**config.mk**
```make
export PLATFORM = sky130hd
export DESIGN_NAME = spi_slave_fifo
export DESIGN_NICKNAME = d
export VERILOG_FILES = /design/src/rtl/spi_pkg.sv /design/src/rtl/spi_sync_fifo.sv /design/src/rtl/spi_slave_fifo.sv
export SDC_FILE = /design/constraint.sdc
export NUM_CORES = 1
export LEC_CHECK = 0
export ABC_AREA = 1
export ABC_CLOCK_PERIOD_IN_PS = 6200
export BUFFER_PORTS_ARGS = -buffer_cell sky130_fd_sc_hd__buf_2
export CAP_MARGIN = 10
export CORE_MARGIN = 2
export CORE_UTILIZATION = 25
export CTS_CLUSTER_SIZE = 30
export DETAILED_ROUTE_END_ITERATION = 7
export SLEW_MARGIN = 20
export SYNTH_ARGS = -nofsm -noshare
export SYNTH_HDL_FRONTEND = slang
export SYNTH_SLANG_ARGS = --single-unit
```
**constraint.sdc**
```tcl
create_clock -name sclk -period 6.2 [get_ports sclk]
set_input_delay 1.55 -clock sclk [delete_from_list [all_inputs] [get_ports sclk]]
set_output_delay 1.55 -clock sclk [all_outputs]
set_load 0.03 [all_outputs]
```
**src/rtl/spi_pkg.sv**
```systemverilog
// Shared types and constants for the SPI slave with TX/RX FIFOs.
//   spi_state_e      : frame FSM states (IDLE, SHIFT)
//   SPI_FILL_DEFAULT : default word sent when the TX FIFO is empty at a word start
//   lvl_w()          : width of a FIFO occupancy counter holding 0..depth
package spi_pkg;

  typedef enum logic {IDLE, SHIFT} spi_state_e;

  localparam int unsigned SPI_FILL_DEFAULT = 0;

  function automatic int lvl_w(input int depth);
    return $clog2(depth + 1);
  endfunction

endpackage

```
**src/rtl/spi_sync_fifo.sv**
```systemverilog
// Show-ahead synchronous FIFO in the sclk domain.
//   sclk, rst_n : clock, async active-low reset
//   push, din   : write request and data (ignored while full)
//   pop         : read request (ignored while empty)
//   dout        : head entry, 0 while empty
//   full, empty : occupancy status taken before this edge's push/pop
//   level       : occupancy, 0..DEPTH
module spi_sync_fifo
  import spi_pkg::*;
#(
  parameter int WIDTH = 8,
  parameter int DEPTH = 4
) (
  input  logic                    sclk,
  input  logic                    rst_n,
  input  logic                    push,
  input  logic [WIDTH-1:0]        din,
  input  logic                    pop,
  output logic [WIDTH-1:0]        dout,
  output logic                    full,
  output logic                    empty,
  output logic [lvl_w(DEPTH)-1:0] level
);

  localparam int AW = $clog2(DEPTH);
  localparam int LW = lvl_w(DEPTH);

  logic [WIDTH-1:0] mem [DEPTH];
  logic [AW-1:0]    wr_ptr, rd_ptr;
  logic             do_push, do_pop;

  // Full/empty come from the pre-edge level, so a push into an empty FIFO
  // cannot be popped on the same edge and a full FIFO drops a push even if
  // a pop happens alongside it.
  assign full    = level == LW'(DEPTH);
  assign empty   = level == '0;
  assign do_push = push && !full;
  assign do_pop  = pop && !empty;
  assign dout    = empty ? '0 : mem[rd_ptr];

  always_ff @(posedge sclk) begin
    if (do_push) mem[wr_ptr] <= din;
  end

  always_ff @(posedge sclk or negedge rst_n) begin
    if (!rst_n) begin
      wr_ptr <= '0;
      rd_ptr <= '0;
      level  <= '0;
    end else begin
      if (do_push) wr_ptr <= wr_ptr + AW'(1);
      if (do_pop)  rd_ptr <= rd_ptr + AW'(1);
      case ({do_push, do_pop})
        2'b10:   level <= level + LW'(1);
        2'b01:   level <= level - LW'(1);
        default: ;
      endcase
    end
  end

endmodule

```
**src/rtl/spi_slave_fifo.sv**
```systemverilog
// SPI slave with chip-select framing, selectable bit order, back-to-back
// multi-word frames and valid/ready TX/RX FIFOs.
//   sclk, rst_n          : SPI clock (sole clock), async active-low reset
//   cs_n, mosi, miso     : SPI pins; miso comes straight from a register
//   tx_data/valid/ready  : words to send, pushed into the TX FIFO
//   rx_data/valid/ready  : received words, show-ahead head of the RX FIFO
//   tx_level, rx_level   : FIFO occupancies
//   word_done            : pulse after each completed word
//   frame_abort          : pulse when cs_n rises mid-word
//   tx_underrun          : sticky, a word start found the TX FIFO empty
//   rx_overrun           : sticky, a completed word hit a full RX FIFO
//   status_clr           : clears both sticky flags (a same-cycle set wins)
module spi_slave_fifo
  import spi_pkg::*;
#(
  parameter int                    DATA_WIDTH = 8,
  parameter int                    FIFO_DEPTH = 4,
  parameter bit                    MSB_FIRST  = 1'b1,
  parameter logic [DATA_WIDTH-1:0] FILL_WORD  = DATA_WIDTH'(SPI_FILL_DEFAULT)
) (
  input  logic                         sclk,
  input  logic                         rst_n,
  input  logic                         cs_n,
  input  logic                         mosi,
  output logic                         miso,
  input  logic [DATA_WIDTH-1:0]        tx_data,
  input  logic                         tx_valid,
  output logic                         tx_ready,
  output logic [DATA_WIDTH-1:0]        rx_data,
  output logic                         rx_valid,
  input  logic                         rx_ready,
  output logic [lvl_w(FIFO_DEPTH)-1:0] tx_level,
  output logic [lvl_w(FIFO_DEPTH)-1:0] rx_level,
  output logic                         word_done,
  output logic                         frame_abort,
  output logic                         tx_underrun,
  output logic                         rx_overrun,
  input  logic                         status_clr
);

  localparam int CW = $clog2(DATA_WIDTH);

  spi_state_e            state_q, state_d;
  logic [CW-1:0]         bit_cnt;
  logic [DATA_WIDTH-1:0] shift_in, shift_out, shift_out_nx, rx_word, tx_head;
  logic                  last_bit, word_start, shift_en, abort_edge, rx_push;
  logic                  tx_full, tx_empty, rx_full, rx_empty;

  assign last_bit = bit_cnt == CW'(DATA_WIDTH - 1);
  assign rx_push  = shift_en && last_bit;

  // Word as it stands after this edge's mosi bit is taken in.
  assign rx_word      = MSB_FIRST ? {shift_in[DATA_WIDTH-2:0], mosi}
                                  : {mosi, shift_in[DATA_WIDTH-1:1]};
  assign shift_out_nx = MSB_FIRST ? {shift_out[DATA_WIDTH-2:0], 1'b0}
                                  : {1'b0, shift_out[DATA_WIDTH-1:1]};

  // shift_out is zeroed whenever the FSM sits in IDLE, so miso is a plain
  // register bit with no gating.
  assign miso = MSB_FIRST ? shift_out[DATA_WIDTH-1] : shift_out[0];

  always_comb begin
    state_d    = state_q;
    word_start = 1'b0;
    shift_en   = 1'b0;
    abort_edge = 1'b0;
    case (state_q)
      IDLE: begin
        if (!cs_n) begin
          state_d    = SHIFT;
          word_start = 1'b1;
        end
      end
      SHIFT: begin
        if (cs_n) begin
          state_d    = IDLE;
          abort_edge = bit_cnt != '0;
        end else begin
          shift_en   = 1'b1;
          word_start = last_bit;   // reload on the last bit: no gap edge
        end
      end
      default: state_d = IDLE;
    endcase
  end

  always_ff @(posedge sclk or negedge rst_n) begin
    if (!rst_n) begin
      state_q     <= IDLE;
      bit_cnt     <= '0;
      shift_in    <= '0;
      shift_out   <= '0;
      word_done   <= 1'b0;
      frame_abort <= 1'b0;
      tx_underrun <= 1'b0;
      rx_overrun  <= 1'b0;
    end else begin
      state_q     <= state_d;
      word_done   <= rx_push;
      frame_abort <= abort_edge;

      if (word_start)    shift_out <= tx_empty ? FILL_WORD : tx_head;
      else if (shift_en) shift_out <= shift_out_nx;
      else               shift_out <= '0;

      bit_cnt  <= (shift_en && !last_bit) ? bit_cnt + CW'(1) : '0;
      shift_in <= shift_en ? rx_word : '0;

      if (word_start && tx_empty) tx_underrun <= 1'b1;
      else if (status_clr)        tx_underrun <= 1'b0;

      if (rx_push && rx_full) rx_overrun <= 1'b1;
      else if (status_clr)    rx_overrun <= 1'b0;
    end
  end

  spi_sync_fifo #(.WIDTH(DATA_WIDTH), .DEPTH(FIFO_DEPTH)) u_tx_fifo (
    .sclk  (sclk),
    .rst_n (rst_n),
    .push  (tx_valid),
    .din   (tx_data),
    .pop   (word_start),
    .dout  (tx_head),
    .full  (tx_full),
    .empty (tx_empty),
    .level (tx_level)
  );

  spi_sync_fifo #(.WIDTH(DATA_WIDTH), .DEPTH(FIFO_DEPTH)) u_rx_fifo (
    .sclk  (sclk),
    .rst_n (rst_n),
    .push  (rx_push),
    .din   (rx_word),
    .pop   (rx_ready),
    .dout  (rx_data),
    .full  (rx_full),
    .empty (rx_empty),
    .level (rx_level)
  );

  assign tx_ready = !tx_full;
  assign rx_valid = !rx_empty;

endmodule

```
Yosys cells after proc, flatten, opt, wreduce, memory -nomap -nowiden
Memory sizes are Yosys's and may differ from the RTL's.
Cells that the tools add are included.
W data, S select, Z words.
- output and inout port bits: 21
- ROM bits: 0
- RAM bits: 64
- bits in latches: 0
- memories: 2
- register bits: 37
- $lt $le $gt $ge: 0
- $add $sub $neg: 9
- $mul: 0
- equality and inequality tests: 7
- reduce and logical (&&, ||, !) cells: 20
- div/mod/pow operators: 0
- shifts and indexed selects: 0
- bitwise logic cells: 1
- mux-type cells: 21
- memories (name ; depth ; width ; rd ports ; clocked after memory_dff ; write ports ; line ; text):
    u_rx_fifo.mem ; 4 ; 8 ; 1 ; 0 ; 1 ; spi_sync_fifo.sv:28 ; logic [WIDTH-1:0] mem [DEPTH];
    u_tx_fifo.mem ; 4 ; 8 ; 1 ; 0 ; 1 ; spi_sync_fifo.sv:28 ;
- operators by type and width (cell ; number):
    $mux W8 ; 4
    $mux W1 ; 12
    $pmux W3 S2 ; 2
    $add A3 B1 Y3 const B ; 3
    $eq A3 B3 Y1 const B ; 3
    $add A2 B1 Y2 const B ; 4
    $logic_and A1 B1 Y1 ; 8
    $reduce_bool A2 Y1 ; 4
    $mux W7 ; 1
    $logic_not A3 Y1 ; 2
    $sub A3 B1 Y3 const B ; 2
    $logic_not A1 Y1 ; 5
    $eq A2 B1 Y1 const B ; 2
    $eq A2 B2 Y1 const B ; 2
    $mux W3 ; 1
    $reduce_bool A3 Y1 ; 1
    $pmux W1 S2 ; 1
    $not A1 Y1 ; 1

Depth between registers and ports, before layout
- depth after elaboration: 6
- mapped depth: 12
- gate-level depth less buffers: 12

Hierarchy
From an unflattened synthesis, not the netlist that was laid out.
- cell total of the unflattened synthesis: 476
- area total of the unflattened synthesis: 4654.5 µm²
- by module, submodules not included (module ; area each (µm²) ; cells an instance ; seq. area each (µm²) ; instances):
    spi_sync_fifo at u_rx_fifo ; 1840.5 ; 183 ; 1136.1 ; 1
    spi_sync_fifo at u_tx_fifo ; 1833.0 ; 183 ; 1136.1 ; 1
    spi_slave_fifo ; 980.9 ; 110 ; 575.6 ; 1

Least setup slack after synthesis
OpenSTA, ideal clock, no wires.
- path kind: reg2out
- from: reg u_rx_fifo.level[0]
- to: out rx_data[0]
- arrival time: 1689 ps
- stages on the path, launching flop included: 5
- setup slack: 2961 ps
- cell sequence: dfrtp_1 inv_1 nand3_1 inv_1 a21oi_1
- word-level cells in the longest chain between the ends: 2
- ends and longest elaborated chain (item ; line ; text):
    start: declaration ; spi_sync_fifo.sv:22 ; output logic [lvl_w(DEPTH)-1:0] level
    start signal: assignment ; spi_sync_fifo.sv:54 ; 2'b10: level <= level + LW'(1);
    start signal: assignment ; spi_sync_fifo.sv:55 ; 2'b01: level <= level - LW'(1);
    $logic_not A3 Y1 ; spi_sync_fifo.sv:36 ; assign empty = level == '0;
    $mux W8 ; spi_sync_fifo.sv:39 ; assign dout = empty ? '0 : mem[rd_ptr];
    end: declaration ; spi_slave_fifo.sv:29 ; output logic [DATA_WIDTH-1:0] rx_data,
Every way passes these cells.

Worst setup path after layout
- from: reg u_rx_fifo.rd_ptr[0]
- to: out rx_data[6]
- word-level cells in the longest chain between the ends: 2
- ends and longest elaborated chain (item ; line ; text):
    start: declaration ; spi_sync_fifo.sv:29 ; logic [AW-1:0] wr_ptr, rd_ptr;
    start signal: assignment ; spi_sync_fifo.sv:52 ; if (do_pop) rd_ptr <= rd_ptr + AW'(1);
    $mem_v2 Z4 W8 ; - ;
    $mux W8 ; spi_sync_fifo.sv:39 ;
Every way passes these cells.

==> impl_metrics.ini <==
[die]
fp.dieArea_um2 = 19000
fp.dieW_um = 138
dieHeight_um = 138
coreArea_um2 = 17400
start_util_pct = 25.7
io_pins = 36
rows = 48

[job]
maxCapViolations = 0

[hold_path]
hold_path_depth = 2
hold_path_class = flip-flop to flip-flop

[global_route]
grt_max_degree = 38
gr-total-overflow = 0
grt_pass1_vias = 2697
antenna_found_initial = 0
grt_first_pass_wirelength_um = 13200
grt_usage_pct = 8.98

[synth]
synth-compound-area-share_pct = 2.12
synth_area_per_cell_um2 = 10.4
synth_mux_area_share_pct = 0
yosys_register_bits = 101
yosys.area_share.simple_pct = 18.3
synth_xor_area_share_pct = 1.56
yosys_warnings = 0
synth_cells = 433
synth_fp_nets = 463
syn_area_um2 = 4480
ys_seq_area_share_pct = 63.5
ys_types = 29
synthAdderAreaFrac_pct = 4.52
synth_top_family_by_area = simple AND/OR/NAND/NOR gates

[final_layout]
drive_gt1_share_pct = 15.3
antenna-diode-count = 0
fin_nets = 501
final_cells = 701
stdcell_area_um2 = 5140
areaGrowthSynthToFinish_pct = 14.7
fin_util_pct = 29.5

[timing]
period_minus_slack_ns = 3.35
min_period_over_period_pct = 54.1
hold_violations = 0
slew_headroom_pct = 42.2
fmax_mhz = 298
finClkSkew_ns = 0.00517
tightestPinTransition_ns = 0.868
whs_ns = 0.451
rsz0062_at_grt = false
drv_slew = 0
setup_tns_ns = 0
setup_violations = 0

[routing]
routed_wl_um = 7870
avgRoutedWirePerCell_um = 11.2
vias_per_cell = 3.88
dr_total_vias = 2717
drt_iter0_markers = 139
drc = 0
ant_nets = 0
drtPass1Iterations = 4

[power_and_ir_drop]
swShare_pct = 38.8
p_comb_share_pct = 31.8
peakVddDrop_mv = 0.200
power_frac_seq_pct = 43.0
power_density_nw_per_um2 = 416
cell_internal_pwr_mw = 1.31
leakagePower_nw = 2.41
clkPwrFrac_pct = 25.3
p_sw_mw = 0.828

[worst_setup_path]
cp-start-kind = flip-flop
path_class = flip-flop to output pin
rr_worst_depth = 10
crit_path_end_kind = output pin
worst_ep_required_time_ns = 4.65
arrival_ns = 1.80
crit_slowest_cell = dfrtp_1
crit_fanout = 18
cpPeakStageDelay_ns = 0.76
cp_cell_sequence = inv_6 -> nand2_1 -> nand3_1 -> a21oi_1 -> buf_2
reg2reg_setup_slack_ns = 3.97

[outcome]
outcome = complete, no violations

[clock_tree]
cts_htree_levels = 3
cts_tree = built
cts_root_buffer = clkbuf_16
cts_buffers = 9
clock_sinks = 101
clk_pin_slew_ns = 0.07
hold_buffers = 0
insertion_delay_ns = 0.35
cts_resized = 0
postCtsSetupBuffers = 0
cts.path.max_buffers = 2

[place]
hpwl_um = 5280
routabilityCongestion = 0.728
port_buffers = 35
placed_cell_area_um2 = 4860
place_inst = 685
worst max-delay path, delay by kind of cell, from the launching register on:
family / cells / cell delay, ns
flip-flops: 1 / 0.76
AND/OR/NAND/NOR: 2 / 0.16
AO/OA/AOI/OAI: 1 / 0.16
buffers and inverters: 2 / 0.38
sequential cells by signal, indices dropped and copies added, names as in the netlist, 3 cells and up:
register / flops
shift_out: 8
u_tx_fifo.mem: 32
u_rx_fifo.level: 3
bit_cnt: 3
u_rx_fifo.mem: 32
shift_in: 7
u_tx_fifo.level: 3
cell type report:
type	instances	area, µm²
clock buffer	10	229
clock inverter	6	53.8
fill	1805	12300
inverter	95	364
multi-input combinational	229	1190
sequential	101	2850
tap	225	282
timing repair buffer	35	175
per-layer routing:
layer	GRT usage, %	part of all wire (%)	vias to the layer above
li1	-	-	1405
met1	10.9	48	1258
met2	15.3	47	43
met3	2.70	3.6	11
met4	2.95	1.3	0
met5	0	0	-
cell usage in the layout, fill, tap and decap left out, types with 4 or more instances in the layout:
| cell type | synthesis | routed |
|---|---|---|
| a21oi_1 | 9 | 9 |
| buf_2 | 2 | 35 |
| clkbuf_16 | 0 | 9 |
| dfrtp_1 | 37 | 37 |
| edfxtp_1 | 64 | 64 |
| ha_1 | 13 | 13 |
| inv_1 | 88 | 88 |
| inv_2 | 5 | 5 |
| nand2_1 | 130 | 130 |
| nand2_2 | 4 | 4 |
| nand3_1 | 31 | 31 |
| nor2_1 | 14 | 14 |
| nor2_2 | 4 | 4 |
| o21ai_0 | 4 | 4 |
| xor2_1 | 5 | 5 |
metrics by stage:
| stage | total power [mW] | worst slack [ns] |
|---|---|---|
| floorplan | 1.47 | 2.96 |
| global placement | 1.61 | 3.07 |
| detailed placement | 1.62 | 3.04 |
| CTS | 2.16 | 2.80 |
| global route | 2.29 | 2.64 |
| finish | 2.14 | 2.85 |
cells in the mapped netlist (all sizes together):
master / number / area [µm²]
ha: 13 / 163
xor2: 5 / 43.8
a211oi: 1 / 7.51
a21oi: 10 / 53.8
nand3: 32 / 165
o21ai: 6 / 33.8
buf: 8 / 82.6
nor2: 21 / 120
fa: 2 / 40.0
inv: 95 / 364
nand2: 136 / 536
dfrtp: 37 / 926
xnor2: 3 / 26.3
edfxtp: 64 / 1920
path summary, 6_finish.rpt:
| kind | from | end |
|---|---|---|
| max in group asynchronous | rst_n | shift_out[7] |
| worst min-delay path | shift_out[4] | shift_out[5] |
| worst min register to register | shift_out[4] | shift_out[5] |
| min in group asynchronous | rst_n | u_rx_fifo.level[0] |
| worst max register to register | bit_cnt[0] | u_tx_fifo.level[2] |
| worst max-delay path | u_rx_fifo.rd_ptr[0] | rx_data[6] |
power by group through the flow:
stage / Combinational [mW] / Clock, mW / Sequential, mW
floorplan: 0.557 / 0 / 0.915
global placement: 0.677 / 0 / 0.935
detailed placement: 0.687 / 0 / 0.934
CTS: 0.689 / 0.552 / 0.921
global route: 0.778 / 0.579 / 0.937
finish: 0.679 / 0.539 / 0.918
kinds of logic (layout without fill, tap and decap cells):
kind of cell | after synthesis | count (layout)
and+or+nand+nor | 189 | 189
buffers and inverters | 103 | 146
DFF | 101 | 101
AOI/OAI and AO/OA | 17 | 17
adders and majority gates | 15 | 15
xor gates and xnor gates | 8 | 8
(Power assumes the default switching activity.)
